<file path="config.mk">
export PLATFORM = sky130hd
export DESIGN_NAME = pipe_ctrl
export DESIGN_NICKNAME = d
export VERILOG_FILES = /design/src/rtl/pipe_ctrl.sv
export SDC_FILE = /design/constraint.sdc
export NUM_CORES = 1
export LEC_CHECK = 0
export BUFFER_PORTS_ARGS = -buffer_cell sky130_fd_sc_hd__buf_4
export CORE_MARGIN = 4
export CORE_UTILIZATION = 37
export DETAILED_ROUTE_END_ITERATION = 6
export PLACE_DENSITY_LB_ADDON = 0.2
export SETUP_SLACK_MARGIN = 0.3
export SLEW_MARGIN = 30
export SYNTH_ARGS = -nofsm -noshare
export SYNTH_HDL_FRONTEND = slang
export SYNTH_SLANG_ARGS = --single-unit
</file>
<file path="constraint.sdc">
create_clock -name clk -period 1.7 [get_ports clk]
set_input_delay 0 -clock clk [delete_from_list [all_inputs] [get_ports clk]]
set_output_delay 0 -clock clk [all_outputs]
set_load 0.005 [all_outputs]
</file>
<file path="src/rtl/pipe_ctrl.sv">
// pipe_ctrl: pipeline stall/flush controller for the MIPS core.
// Merges per-stage stall and flush requests into per-register hold/bubble
// vectors, redirects pc_reg on a flush and runs a stall-length watchdog.
// Optional single-step support is compiled in with PIPE_CTRL_STEP_EN.
module pipe_ctrl #(
   parameter int NUM_STAGES   = 6,
   parameter int PC_W         = 32,
   parameter int WDOG_W       = 8,
   parameter int FLUSH_CYCLES = 1
) (
   input  logic                       clk,
   input  logic                       rst,
   input  logic [NUM_STAGES-1:0]      stallreq_i,
   input  logic [NUM_STAGES-1:0]      flushreq_i,
   input  logic [NUM_STAGES*PC_W-1:0] flush_pc_i,
   input  logic [WDOG_W-1:0]          wdog_limit_i,
`ifdef PIPE_CTRL_STEP_EN
   input  logic                       step_mode_i,
   input  logic                       step_i,
`endif
   output logic [NUM_STAGES-1:0]      stall_o,
   output logic [NUM_STAGES-1:0]      flush_o,
   output logic [PC_W-1:0]            new_pc_o,
   output logic                       new_pc_valid_o,
   output logic                       wdog_trip_o,
   output logic [WDOG_W-1:0]          stall_cnt_o,
   output logic [1:0]                 state_o
);

   localparam int FC_W = (FLUSH_CYCLES > 1) ? $clog2(FLUSH_CYCLES) : 1;
   localparam logic [FC_W-1:0]   FC_LOAD = FC_W'(FLUSH_CYCLES - 1);
   localparam logic [WDOG_W-1:0] CNT_MAX = '1;

   typedef enum logic [1:0] {
      ST_RUN   = 2'b00,
      ST_STALL = 2'b01,
      ST_FLUSH = 2'b10,
      ST_STEP  = 2'b11
   } state_t;

   state_t                state_q, state_d;
   logic [NUM_STAGES-1:0] flush_q, flush_d;
   logic [PC_W-1:0]       new_pc_q, new_pc_d;
   logic                  valid_q, valid_d;
   logic [FC_W-1:0]       fcnt_q, fcnt_d;
   logic [WDOG_W-1:0]     cnt_q, cnt_d;
   logic                  trip_q, trip_d;
   logic                  tripped_q, tripped_d;

   logic [NUM_STAGES-1:0] stall_therm;
   logic [NUM_STAGES-1:0] flush_therm;
   logic [NUM_STAGES-1:0] stall_c;
   logic [PC_W-1:0]       flush_pc_sel;
   logic                  step_hold;
   logic                  step_pulse;

   // Thermometer masks: bit k is set when any request at stage k or older
   // is present, i.e. bits [highest:0] of the request vector.
   generate
      for (genvar gi = 0; gi < NUM_STAGES; gi++) begin : g_therm
         assign stall_therm[gi] = |stallreq_i[NUM_STAGES-1:gi];
         assign flush_therm[gi] = |flushreq_i[NUM_STAGES-1:gi];
      end
   endgenerate

   // Redirect target of the oldest (highest-index) flushing stage.
   always_comb begin
      flush_pc_sel = '0;
      for (int k = 0; k < NUM_STAGES; k++) begin
         if (flushreq_i[k]) flush_pc_sel = flush_pc_i[k*PC_W +: PC_W];
      end
   end

`ifdef PIPE_CTRL_STEP_EN
   logic step_prev_q;

   // Remember last step_i level so a rising edge releases exactly one cycle.
   always_ff @(posedge clk or negedge rst) begin
      if (!rst) step_prev_q <= 1'b0;
      else      step_prev_q <= step_i;
   end

   assign step_pulse = step_i & ~step_prev_q;
   assign step_hold  = (state_q == ST_STEP) && !step_pulse;
`else
   assign step_pulse = 1'b0;
   assign step_hold  = 1'b0;
`endif

   // Next-state, flush/redirect and combinational stall vector.
   always_comb begin
      state_d  = state_q;
      flush_d  = flush_q;
      new_pc_d = new_pc_q;
      valid_d  = 1'b0;
      fcnt_d   = fcnt_q;
      stall_c  = stall_therm;
      case (state_q)
         ST_FLUSH: begin
            // Pipeline is being emptied: holding anything would be pointless.
            stall_c = '0;
            if (|(flushreq_i & ~flush_q)) begin
               // An older stage than the current flush point redirects: restart.
               flush_d  = flush_therm;
               new_pc_d = flush_pc_sel;
               valid_d  = 1'b1;
               fcnt_d   = FC_LOAD;
            end else if (fcnt_q == '0) begin
               state_d = ST_RUN;
               flush_d = '0;
            end else begin
               fcnt_d = fcnt_q - 1'b1;
            end
         end
`ifdef PIPE_CTRL_STEP_EN
         ST_STEP: begin
            if (!step_pulse) stall_c = '1;
            if (|flushreq_i) begin
               state_d  = ST_FLUSH;
               flush_d  = flush_therm;
               new_pc_d = flush_pc_sel;
               valid_d  = 1'b1;
               fcnt_d   = FC_LOAD;
            end else if (!step_mode_i) begin
               state_d = ST_RUN;
            end
         end
`endif
         default: begin
            // RUN / STALL: flush has priority over stall.
            if (|flushreq_i) begin
               state_d  = ST_FLUSH;
               flush_d  = flush_therm;
               new_pc_d = flush_pc_sel;
               valid_d  = 1'b1;
               fcnt_d   = FC_LOAD;
            end
`ifdef PIPE_CTRL_STEP_EN
            else if (step_mode_i) begin
               state_d = ST_STEP;
            end
`endif
            else if (|stall_therm) begin
               state_d = ST_STALL;
            end else begin
               state_d = ST_RUN;
            end
         end
      endcase
   end

   // Watchdog: count consecutive stalled cycles, pulse once per episode.
   always_comb begin
      cnt_d     = cnt_q;
      trip_d    = 1'b0;
      tripped_d = tripped_q;
      if (wdog_limit_i != '0 && cnt_q == wdog_limit_i && !tripped_q) begin
         trip_d    = 1'b1;
         tripped_d = 1'b1;
      end
      if (stall_c == '0) begin
         cnt_d     = '0;
         tripped_d = 1'b0;
      end else if (!step_hold && cnt_q != CNT_MAX) begin
         cnt_d = cnt_q + 1'b1;
      end
   end

   // State and registered outputs; reset aborts any flush or stall episode.
   always_ff @(posedge clk or negedge rst) begin
      if (!rst) begin
         state_q   <= ST_RUN;
         flush_q   <= '0;
         new_pc_q  <= '0;
         valid_q   <= 1'b0;
         fcnt_q    <= '0;
         cnt_q     <= '0;
         trip_q    <= 1'b0;
         tripped_q <= 1'b0;
      end else begin
         state_q   <= state_d;
         flush_q   <= flush_d;
         new_pc_q  <= new_pc_d;
         valid_q   <= valid_d;
         fcnt_q    <= fcnt_d;
         cnt_q     <= cnt_d;
         trip_q    <= trip_d;
         tripped_q <= tripped_d;
      end
   end

   assign stall_o        = rst ? stall_c : '0;
   assign flush_o        = flush_q;
   assign new_pc_o       = new_pc_q;
   assign new_pc_valid_o = valid_q;
   assign wdog_trip_o    = trip_q;
   assign stall_cnt_o    = cnt_q;
   assign state_o        = state_q;

endmodule
</file>
Yosys cells after proc, flatten, opt, wreduce, memory -nomap -nowiden

Index checks and enable logic that the tools add are counted.

Div/mod/pow operators: 0
$mul: 0
Bitwise operators: 2
Order comparisons: 0
Reductions and logical operators: 22
Shift-type cells: 0
Equality and inequality tests: 7
Add/subtract/negate cells: 2
Mux-type cells: 32

Operators with widths:

| cell                  | count |
|---|---|
| $mux W32              | 9 |
| $mux W6               | 6 |
| $reduce_or A6 Y1      | 3 |
| $mux W8               | 2 |
| $mux W1               | 11 |
| $reduce_or A5 Y1      | 2 |
| $add A8 B1 Y8 const B | 1 |
| $eq A8 B8 Y1          | 1 |
| $mux W2               | 4 |
| $ne A8 B8 Y1 const B  | 1 |
| $reduce_bool A8 Y1    | 1 |
| $reduce_or A4 Y1      | 2 |
| $and A6 B6 Y6         | 1 |
| $logic_not A6 Y1      | 1 |
| $ne A2 B2 Y1 const B  | 3 |
| $not A6 Y6            | 1 |
| $reduce_and A2 Y1     | 3 |
| $reduce_bool A2 Y1    | 3 |
| $reduce_or A3 Y1      | 2 |
| $reduce_or A2 Y1      | 2 |
| $ne A3 B3 Y1 const B  | 1 |
| $eq A2 B2 Y1 const B  | 1 |
| $logic_and A1 B1 Y1   | 2 |
| $logic_not A1 Y1      | 1 |
| $sub A1 B1 Y1 const B | 1 |

RAM bits: 0
Output and inout bits: 56
Bits in registers: 52
Logic and storage cells: 73
ROM bits: 0
Latch bits: 0
Memories kept: 0
Input bits: 214

Depth between registers and ports, before layout

Depth after elaboration: 8
Gate-level depth with buffers: 7
Mapped depth without buffers: 5

Least setup slack after synthesis

Ideal clock, no wire load.

Kind: register -> register
Start: register state_q[0] (netlist: state_o[0])
End: register new_pc_q[0] (netlist: new_pc_o[0])
Path buffers: 2
Data required time: 1,575 ps
Period minus slack after synthesis: 1,770 ps
Library setup time: 125 ps
Slack: -70 ps
Data arrival time: 1,645 ps
Cell stages (with the launch flop): 7
Cell sequence: dfrtp_1 nand2b_1 and4_1 buf_4 a31oi_4 buf_6 mux2_4

Longest elaborated chain between the ends: 3
Elaborated cells on any way between the ends: 5
Those cells by class: eq/ne (2); mux (1); reduce/logical (2)

RTL lines:

| what                                                                       | line | text |
|---|---|---|
| start, declared                                                            | 41   | `state_t state_q, state_d;` |
| start signal, assigned                                                     | 181  | `state_q <= state_d;` |
| $eq A2 B2 Y1 *                                                             | 98   | `case (state_q)` |
| $ne A2 B2 Y1 (no source line) / $reduce_bool A2 Y1 (equally long branches) | n/a  |  |
| $reduce_and A2 Y1 (no source line)                                         | n/a  |  |
| end signal, assigned                                                       | 183  | `new_pc_q <= new_pc_d;` |
| end, declared                                                              | 43   | `logic [PC_W-1:0] new_pc_q, new_pc_d;` |

Mark *: on every way between the ends. The rest lies on a longest branch, timed or not.
A chain may end at the register's enable or synchronous reset.

Worst setup path in the final report

Start: register state_q[0] (netlist: state_o[0])
End: register new_pc_q[18] (netlist: new_pc_o[18])

The elaborated chain is that of the path after synthesis.

==> impl_metrics.env <==
export IMPL_routed_wl_met3_um=1590
export IMPL_rsz0062_at_grt="yes"
export IMPL_diodes=0
export IMPL_ys_seq_area_share_pct=35.5
export IMPL_drv_cap=0
export IMPL_pwr_share_comb_pct=55.8
export IMPL_worst_ep_required_time_ns=1.89
export IMPL_synth_area_um2=3600
export IMPL_synth_area_per_cell_um2=9.54
export IMPL_p_leak_uw=0.00302
export IMPL_period_share_pct=99.7
export IMPL_via_per_inst=5.75
export IMPL_p_int_uw=4240
export IMPL_synth_area_top_cells="dfrtp_1, mux2_4, a221oi_1, o221ai_1, a22oi_1"
export IMPL_chipWidth_um=107
export IMPL_yosys_warnings=0
export IMPL_grt_pass1_vias=4474
export IMPL_worst_hold_path_endpoint="new_pc_o[3]$_DFFE_PN0P_"
export IMPL_cts_tree="done"
export IMPL_core_area_um2=9370
export IMPL_yosysUniqueCellTypes=42
export IMPL_die_h_um=107
export IMPL_drc=0
export IMPL_track_usage_pct=26.7
export IMPL_portBuffers=269
export IMPL_finalPower_uw=6290
export IMPL_worst_slew_pin_slew_ns=0.453
export IMPL_placed_cell_area_um2=5830
export IMPL_postLayoutCellArea_um2=6260
export IMPL_dp_hpwl_um=12200
export IMPL_initial_core_util_pct=38.4
export IMPL_dieArea_um2=11400
export IMPL_clockPowerShare_pct=14.0
export IMPL_layout_drive_gt1_share_pct=57.3
export IMPL_antenna_found_initial=0
export IMPL_power_switching_uw=2060
export IMPL_setup_viol=0
export IMPL_netlist_instances=377
export IMPL_syn_to_final_growth_pct=74.1
export IMPL_dp_cells=758
export IMPL_wl_per_cell_um=20.9
export IMPL_cts_buffers_inserted=5
export IMPL_synth_top_area_cell="dfrtp_1"
export IMPL_synth_edf_count=0
export IMPL_routed_wl_um=16400
export IMPL_drt_met1_wl_um=6100
export IMPL_ys_ff_latch=51
export IMPL_vias=4497
export IMPL_synth_nets=592
export IMPL_seq_power_share_pct=30.2
export IMPL_max_freq_mhz=590
export IMPL_fillerInstances=786
export IMPL_end_kind="register"
export IMPL_synth_most_common_cell="dfrtp_1"
export IMPL_worstHoldStart="flush_pc_i[163]"
export IMPL_clkTransAtPathRegs_ns=0.09
export IMPL_htree_levels=2
export IMPL_crit_chain="nand2b_4 > and4_1 > a31oi_4 > buf_6 > buf_12 > mux2_2"
export IMPL_critPathMaxFanout=10
export IMPL_netlist_area_leader_share_pct=35.5
export IMPL_clockRootBuffer="clkbuf_8"
export IMPL_ff2ff_path_depth=6
export IMPL_grt_first_pass_wirelength_um=24000
export IMPL_crit_arrival_ns=1.88
export IMPL_num_rows=35
export IMPL_slowest_delay_ns=0.40
export IMPL_p_per_area_nw_per_um2=1010
export IMPL_hold_viol=0
export IMPL_grt_max_degree=37
export IMPL_maxSlewViolCount=0
export IMPL_min_period_ns=1.69
export IMPL_ir_drop_mv=0.918
export IMPL_fin_skew_ns=0.00604
export IMPL_r2r_start="state_o[0]$_DFFE_PN0P_"
export IMPL_dr_first_iter_drc_count=306
export IMPL_clock_sinks=51
export IMPL_slew_limit_headroom_pct=69.5
export IMPL_grt_ovfl_total=0
export IMPL_clock_latency_ns=0.30
export IMPL_fin_cells=782
export IMPL_tns_ns=0
export IMPL_dr_pass1_iters=5
export IMPL_whs_path_depth=4
export IMPL_cts_max_path_buffers=2
export IMPL_ioPinCount=270
export IMPL_final_nets=867
export IMPL_status="completed"
export IMPL_critPathKind="register to register"
export IMPL_dr_wl_met2_um=8230
export IMPL_final_core_util_pct=66.8
export IMPL_routabilityCongestion=0.840
export IMPL_top_layer="met4"
export IMPL_synthArstFlopShare_pct=100
export IMPL_synth_common_cells="dfrtp_1, a221oi_1, nand2_1, o221ai_1, o21ai_0"
export IMPL_holdCritPathClass="input pin to register"
export IMPL_switching_share_pct=32.7
export IMPL_timing_rr_end="new_pc_o[18]$_DFFE_PN0P_"
export IMPL_critPathSlowestCell="dfrtp_1"
export IMPL_ant_nets=0
export IMPL_rrSetupSlack_ns=0.006
export IMPL_startpoint_type="register"
export IMPL_synth_flop_cell="dfrtp_1"
state kept, by name, indices dropped and copies added (netlist names):
signal          cells
flush_o             6
stall_cnt_o         8
new_pc_valid_o      1
wdog_trip_o         1
new_pc_o           32
state_o             2
tripped_q           1
placed cells by master, fill, tap and decap left out, drive strengths merged, types with 5 or more instances in the layout:
cell / count
nand2: 31
a221oi: 40
a21oi: 5
mux2: 32
inv: 9
xor2: 7
and3: 10
dfrtp: 51
o221ai: 31
o22ai: 8
nor2: 25
a22oi: 23
buf: 304
nor3: 9
o21ai: 29
clkbuf: 6
power groups by stage:
stage          registers, µW  clock network [µW]  logic (µW)
6_report                1900                 880        3510
5_1_grt                 1960                 951        3720
4_1_cts                 1900                 910        3380
3_5_place_dp            1920                   0        3020
3_3_place_gp            1920                   0        2960
2_1_floorplan           1920                   0        1420
per-stage QoR:
step	setup slack [ns]	hold slack [ns]
final	0.00585	0.0368
after global routing	-0.0332	0.0381
after CTS	0.0356	0.0300
after detailed placement	0.0397	-0.0385
after global placement	0.0942	-0.0481
after floorplan	0.0195	-0.296
kinds of logic (layout without fill, tap and decap cells):
logic type / count (synthesis) / after routing / share of synthesized area, %
fa+ha+maj: 1 / 1 / 0.348
xor+xnor: 8 / 8 / 1.95
flops: 51 / 51 / 35.5
simple gates: 91 / 91 / 12.0
mux: 34 / 34 / 13.5
compound gates: 146 / 146 / 31.0
buf+inv: 46 / 322 / 5.67
area by class of cell:
class / instances / area, µm² / share of cell area, %
Multi-Input combinational cell: 280 / 2250 / 35.9
Clock inverter: 2 / 35.0 / 0.560
Inverter: 9 / 33.8 / 0.540
Timing Repair Buffer: 305 / 2420 / 38.6
Tap cell: 129 / 161 / 2.58
Sequential cell: 51 / 1280 / 20.5
Clock buffer: 6 / 82.6 / 1.32
metal layers:
metal / global-route usage (%) / up-vias
met5: 0 / -
met4: 7.67 / 0
met3: 6.38 / 35
met2: 47.4 / 281
met1: 32.0 / 2138
li1: - / 2043
repair_timing:
item                       in CTS  in global routing
resized for setup              13                 23
pin swaps                       2                  6
buffers inserted                7                  5
setup endpoints to repair      47                 47
hold endpoints to repair       27                  0
hold buffers                    2                  0
cloned                          2                  0
worst max-delay path by stage:
stage | from | endpoint | depth (start not counted)
CTS | state_o[0]$_DFFE_PN0P_ | new_pc_o[2]$_DFFE_PN0P_ | 6
global route | state_o[0]$_DFFE_PN0P_ | new_pc_o[11]$_DFFE_PN0P_ | 6
detailed placement | state_o[0]$_DFFE_PN0P_ | new_pc_o[0]$_DFFE_PN0P_ | 5
floorplan | state_o[0]$_DFFE_PN0P_ | new_pc_o[0]$_DFFE_PN0P_ | 6
global placement | state_o[0]$_DFFE_PN0P_ | new_pc_o[16]$_DFFE_PN0P_ | 5
finish | state_o[0]$_DFFE_PN0P_ | new_pc_o[18]$_DFFE_PN0P_ | 6
worst max-delay path: cells and delay by family, from the launching register on:
kind	cells	cell delay, ns
flip-flops	1	0.40
AND/OR/NAND/NOR	2	0.36
multiplexers	1	0.34
buffers and inverters	2	0.29
AO/OA/AOI/OAI	1	0.20
(Power assumes the default switching activity.)
